### src/rtl/fpu_shared_responder.sv
// Shared APU slave: accepts one granted request per cycle and returns ID-tagged results.
// Pipelined ops complete at a fixed LATENCY; DIV is a restoring divider that holds off grant.
module fpu_shared_responder #(
    parameter int NB_CORES         = 9,
    parameter int NB_APU_ARGS      = 2,
    parameter int APU_OPCODE_WIDTH = 5,
    parameter int ID_WIDTH         = NB_CORES,
    parameter int FLAG_WIDTH       = 6,
    parameter int DATA_WIDTH       = 32,
    parameter int LATENCY          = 2
) (
    input  logic                              clk,
    input  logic                              rst_n,
    input  logic                              data_req_i,
    input  logic [NB_APU_ARGS*DATA_WIDTH-1:0] data_operands_i,
    input  logic [APU_OPCODE_WIDTH-1:0]       data_op_i,
    input  logic [ID_WIDTH-1:0]               data_ID_i,
    input  logic [FLAG_WIDTH-1:0]             data_flag_i,
    output logic                              data_gnt_o,
    output logic                              data_r_valid_o,
    output logic [ID_WIDTH-1:0]               data_r_ID_o,
    output logic [DATA_WIDTH-1:0]             data_r_rdata_o,
    output logic [FLAG_WIDTH-1:0]             data_r_flag_o
);
    localparam int CW = $clog2(DATA_WIDTH + 1);
    localparam logic [APU_OPCODE_WIDTH-1:0] OP_ADD = APU_OPCODE_WIDTH'(0);
    localparam logic [APU_OPCODE_WIDTH-1:0] OP_SUB = APU_OPCODE_WIDTH'(1);
    localparam logic [APU_OPCODE_WIDTH-1:0] OP_MUL = APU_OPCODE_WIDTH'(2);
    localparam logic [APU_OPCODE_WIDTH-1:0] OP_MIN = APU_OPCODE_WIDTH'(3);
    localparam logic [APU_OPCODE_WIDTH-1:0] OP_MAX = APU_OPCODE_WIDTH'(4);
    localparam logic [APU_OPCODE_WIDTH-1:0] OP_DIV = APU_OPCODE_WIDTH'(5);

    if (LATENCY < 1 || LATENCY > DATA_WIDTH + 1) begin : g_bad_latency
        $error("fpu_shared_responder: LATENCY must be 1..DATA_WIDTH+1");
    end
    if (NB_APU_ARGS < 2 || FLAG_WIDTH < 3) begin : g_bad_widths
        $error("fpu_shared_responder: NB_APU_ARGS>=2 and FLAG_WIDTH>=3 required");
    end

    typedef enum logic [1:0] {S_IDLE, S_DIV, S_DONE} state_e;

    state_e                  state_q, state_d;
    logic [DATA_WIDTH-1:0]   rem_q, rem_d, quo_q, quo_d, dvs_q, dvs_d;
    logic [CW-1:0]           cnt_q, cnt_d;
    logic [ID_WIDTH-1:0]     did_q, did_d;
    logic [DATA_WIDTH-1:0]   op_a, op_b, res;
    logic [FLAG_WIDTH-1:0]   res_flag;
    logic [DATA_WIDTH:0]     trial;
    logic                    accept, is_div, lt;

    logic [LATENCY-1:0]      vld_q;
    logic [ID_WIDTH-1:0]     pid_q [LATENCY];
    logic [DATA_WIDTH-1:0]   pres_q [LATENCY];
    logic [FLAG_WIDTH-1:0]   pflg_q [LATENCY];

    logic unused_inputs;
    assign unused_inputs = ^data_flag_i[FLAG_WIDTH-1:1] ^ ^data_operands_i;

    assign op_a       = data_operands_i[DATA_WIDTH-1:0];
    assign op_b       = data_operands_i[2*DATA_WIDTH-1:DATA_WIDTH];
    assign data_gnt_o = (state_q != S_DIV);
    assign accept     = data_req_i && data_gnt_o;
    assign is_div     = (data_op_i == OP_DIV);
    assign lt         = data_flag_i[0] ? ($signed(op_a) < $signed(op_b)) : (op_a < op_b);

    always_comb begin
        res      = '0;
        res_flag = '0;
        case (data_op_i)
            OP_ADD:  res = op_a + op_b;
            OP_SUB:  res = op_a - op_b;
            OP_MUL:  res = op_a * op_b;
            OP_MIN:  res = lt ? op_a : op_b;
            OP_MAX:  res = lt ? op_b : op_a;
            default: res_flag[1] = 1'b1;
        endcase
        res_flag[2] = (res == '0);
    end

    // Pipelined path: valids reset, payload just rides alongside
    always_ff @(posedge clk) begin
        if (!rst_n) begin
            vld_q <= '0;
        end else begin
            vld_q[0] <= accept && !is_div;
            for (int i = 1; i < LATENCY; i++) vld_q[i] <= vld_q[i-1];
        end
    end

    always_ff @(posedge clk) begin
        pid_q[0]  <= data_ID_i;
        pres_q[0] <= res;
        pflg_q[0] <= res_flag;
        for (int i = 1; i < LATENCY; i++) begin
            pid_q[i]  <= pid_q[i-1];
            pres_q[i] <= pres_q[i-1];
            pflg_q[i] <= pflg_q[i-1];
        end
    end

    always_ff @(posedge clk) begin
        if (!rst_n) begin
            state_q <= S_IDLE;
            rem_q   <= '0;
            quo_q   <= '0;
            dvs_q   <= '0;
            cnt_q   <= '0;
            did_q   <= '0;
        end else begin
            state_q <= state_d;
            rem_q   <= rem_d;
            quo_q   <= quo_d;
            dvs_q   <= dvs_d;
            cnt_q   <= cnt_d;
            did_q   <= did_d;
        end
    end

    // quo_q starts as the dividend and is shifted out MSB-first while quotient bits shift in
    always_comb begin
        state_d = state_q;
        rem_d   = rem_q;
        quo_d   = quo_q;
        dvs_d   = dvs_q;
        cnt_d   = cnt_q;
        did_d   = did_q;
        trial   = {rem_q, quo_q[DATA_WIDTH-1]};
        case (state_q)
            S_DIV: begin
                quo_d = quo_q << 1;
                if (trial >= {1'b0, dvs_q}) begin
                    rem_d    = DATA_WIDTH'(trial - {1'b0, dvs_q});
                    quo_d[0] = 1'b1;
                end else begin
                    rem_d    = trial[DATA_WIDTH-1:0];
                end
                cnt_d = cnt_q + CW'(1);
                if (cnt_q == CW'(DATA_WIDTH - 1)) state_d = S_DONE;
            end
            default: begin
                state_d = S_IDLE;
                if (accept && is_div) begin
                    state_d = S_DIV;
                    rem_d   = '0;
                    quo_d   = op_a;
                    dvs_d   = op_b;
                    cnt_d   = '0;
                    did_d   = data_ID_i;
                end
            end
        endcase
    end

    always_comb begin
        data_r_valid_o = 1'b0;
        data_r_ID_o    = '0;
        data_r_rdata_o = '0;
        data_r_flag_o  = '0;
        if (state_q == S_DONE) begin
            data_r_valid_o   = 1'b1;
            data_r_ID_o      = did_q;
            data_r_rdata_o   = quo_q;
            data_r_flag_o[0] = (dvs_q == '0);
            data_r_flag_o[2] = (quo_q == '0);
        end else if (vld_q[LATENCY-1]) begin
            data_r_valid_o = 1'b1;
            data_r_ID_o    = pid_q[LATENCY-1];
            data_r_rdata_o = pres_q[LATENCY-1];
            data_r_flag_o  = pflg_q[LATENCY-1];
        end
    end
endmodule

### config.mk
export PLATFORM = sky130hd
export DESIGN_NAME = fpu_shared_responder
export DESIGN_NICKNAME = d
export VERILOG_FILES = /design/src/rtl/fpu_shared_responder.sv
export SDC_FILE = /design/constraint.sdc
export NUM_CORES = 2
export LEC_CHECK = 0
export BUFFER_PORTS_ARGS = -buffer_cell sky130_fd_sc_hd__buf_2
export CORE_MARGIN = 5
export CORE_UTILIZATION = 40
export CTS_CLUSTER_SIZE = 40
export DETAILED_ROUTE_END_ITERATION = 7
export HOLD_SLACK_MARGIN = 0.08
export PLACE_DENSITY = 0.6
export SYNTH_ARGS = -nofsm -noshare
export SYNTH_HDL_FRONTEND = slang
export SYNTH_SLANG_ARGS = --single-unit
### constraint.sdc
create_clock -name clk -period 16 [get_ports clk]
set_clock_uncertainty 0.15 [all_clocks]
set_input_delay 3.2 -clock clk [delete_from_list [all_inputs] [get_ports clk]]
set_output_delay 3.2 -clock clk [all_outputs]
set_load 0.03 [all_outputs]
==> metrics.md <==
| Metric | Value |
|---|---|
| CTS hold repair buffers | 0 |
| Ys async rst share | 0 |
| Pin count of the biggest net entering global routing | 84 |
| Layout fillers | 7,263 |
| IO buf count | about 130 |
| Minimum clock period | 11.13 ns |
| Post-route ant nets | 0 |
| Post-synthesis cell count | around 3,400 |
| Post-synthesis cell type count | 92 |
| Area leader, netlist | fa_1 |
| Vias in the first global route | 24,200 |
| FF+latch count, synth | between 200 and 250 |
| Area contributors post-synth | fa_1 29%, dfxtp_1 14%, ha_1 9.5% |
| Vias post-DR | 23,700 |
| CTS Root Cell | clkbuf_16 |
| Final setup fails | 0 |
| Ys flop type | dfxtp_1 |
| Pre-antenna DRT Iters | 8 |
| Num rows | 98 |
| Placer congestion estimate | 0.938 |
| Critical path peak fanout | 24 |
| Startpoint types | input pin |
| DR vias/cell | 5.43 |
| Slowest CP cell | buf_2 |
| Die area | between 70,000 and 80,000 um2 |
| Share of cells above drive strength 1 | 0.0666 |
| Status | finished clean |
| Clock latency on the worst-skew pair | 0.51 ns |
| Chip Height | about 280 um |
| Starting Density | 0.402 |
| Final worst-path cycle share | 0.696 |
| Max clock buf depth | 3 |
| Clock Sinks | 201 |
| Post-synth EDFFs | 0 |
| Yosys warnings | 0 |
| TritonCTS Buffers | 22 |
| TritonCTS clock tree | built |
| H-tree levels | 1 |
| Syn Std Cell Area | 28,700 um2 |
| Drt drc | 0 |
| Crit path kind | input pin to flop |
| GRT Resource Usage Total | 0.232 |
| Core Footprint | about 70,000 um2 |
| Setup Fix Bufs, Post-CTS | 0 |
| Share of the synthesized area in the top cell type | 0.287 |
| Slew @ Worst Pin | 1.13 ns |
| Routed WL | 90,500 um |
| Register area share after synthesis | 0.140 |
| Fmax | 0.0898 GHz |
| Peak per-stage delay on the critical path | roughly 0.58 ns |
| Resized Gates After CTS | 0 |
| Mean Syn Cell Area | 8.35 um2 |
| WP data required | 16.28 ns |
| Estimated wirelength of the detail-placed design | 67,200 um |
| First-pass GRT wire length | 142,000 um |
| 1st-iter DRT viols | 2,033 |
| Die Span X | about 280 um |
| Routed len/inst | 20.7 um |
| Arrival time at the worst endpoint | 11.41 ns |
| CP endpoint kind | flop |
| Critical path's most frequent cell | fa_1 |
| Final Hold Vio Count | 0 |
| Slew HR | 0.246 |
| HP Class | flop to flop |
| Setup_tns | 0 ns |
| Initial antenna violation count | 4 |
| Max Cap Viol | 0 |
| Layout area overhead | 6.93% |
| Final Max Slew Viols | 0 |
| GRT overflow | 0 |
| Clk slew on worst S/H paths | 0.06 ns |
| Nets@finish | 4,129 |
| RSZ-0062 raised after global routing | false |
| I/O Pins | 136 |
-- path summary, 6_finish.rpt --
| path | start | endpoint | slack, ns | depth (start not counted) |
|---|---|---|---|---|
| setup / recovery | data_operands_i[11] | pflg_q[0][2] | 4.87 | 25 |
| hold / removal | pres_q[0][21] | pres_q[0][53] | 0.17 | 0 |
| setup reg to reg | dvs_q[1] | rem_q[6] | 11.78 | 15 |
| hold reg to reg | pres_q[0][21] | pres_q[0][53] | 0.17 | 0 |
-- sequential cells by signal (all words and copies together) (netlist names) --
signal   count
vld_q        2
cnt_q        6
state_q      2
pres_q      64
quo_q       32
did_q        9
pflg_q       4
rem_q       32
pid_q       18
dvs_q       32
-- through the flow --
step	hold slack [ns]	cells	util	worst slack, ns	area [um2]
4_1_cts	0.175	4374	0.430	4.91	30700
3_3_place_gp	0.160	4338	0.419	4.44	29900
5_1_grt	0.180	4374	0.430	4.49	30700
6_report	0.170	4376	0.430	4.87	30700
3_5_place_dp	0.162	4338	0.419	4.40	29900
2_1_floorplan	0.160	3439	-	5.78	28700
-- per-layer routing --
metal  up-vias  part of all wire  global-route usage
met5         -           0.00023                   0
met1     11800              0.44               0.322
li1      11000                 -                   -
met4         4             0.026              0.0564
met3       153             0.069              0.0341
met2       780              0.46               0.383
-- logic make-up (layout without fill, tap and decap cells) --
logic type,count (synthesis),count (layout),synth area share
buf+inv,684,669,0.0924
other cells,1,5,0.000131
mux,18,18,0.00637
compound gates,546,546,0.133
fa+ha+maj,630,630,0.382
xor+xnor,125,125,0.0386
flops,201,201,0.140
simple gates,1232,1232,0.207
-- cell usage in the layout, fill, tap and decap left out, types with 9 or more instances in the layout --
cell type,n
a21oi_1,113
nand2b_1,12
o221ai_1,35
nor2_1,211
fa_1,411
and3_1,10
a31oi_1,13
nor2b_1,23
a21o_1,41
xor2_1,43
a211oi_1,16
buf_2,127
mux2i_1,14
nand3_1,73
buf_4,23
dfxtp_1,200
inv_1,480
nand4_1,14
a21boi_0,44
nor4_1,27
xnor2_1,81
nor3_1,38
nand2_1,481
a221o_1,9
and2_1,292
o21ai_1,21
clkbuf_16,23
ha_1,219
o21a_1,17
o31ai_1,18
a22oi_1,14
o211ai_1,16
o21ai_0,85
-- worst max-delay path, delay by kind of cell --
kind | cells | cell delay [ns]
compound gates | 8 | 2.26
xor+xnor | 1 | 0.10
buf+inv | 3 | 0.71
simple gates | 3 | 0.40
fa+ha+maj | 10 | 4.73
-- Yosys cell counts (all sizes together) (8+ instances only) --
cell type	count
a2111oi	9
a211oi	19
a21boi	47
a21o	41
a21oi	116
a221o	13
a222oi	8
a22oi	14
a31oi	14
and2	292
and3	11
buf	36
clkbuf	165
dfxtp	201
fa	411
ha	219
inv	481
mux2i	16
nand2	481
nand2b	13
nand3	73
nand3b	8
nand4	14
nor2	213
nor2b	24
nor3	39
nor4	29
o211ai	16
o21a	17
o21ai	108
o21bai	8
o221ai	35
o22ai	8
o31ai	18
xnor2	81
xor2	43
-- layout make-up --
type                       count  area, um2  share of cell area
clock inverter                 8        168             0.00546
antenna                        2       5.00            0.000163
inverter                     483       1810              0.0591
tap                          950       1190              0.0387
sequential                   201       4030               0.131
clock buffer                  28        604              0.0197
timing repair buffer         150        808              0.0263
multi-input combinational   2554      22100               0.719
Power is left out: the tool's default activity adds up to more than one toggle a clock period on the data nets, which glitch-free logic cannot reach.
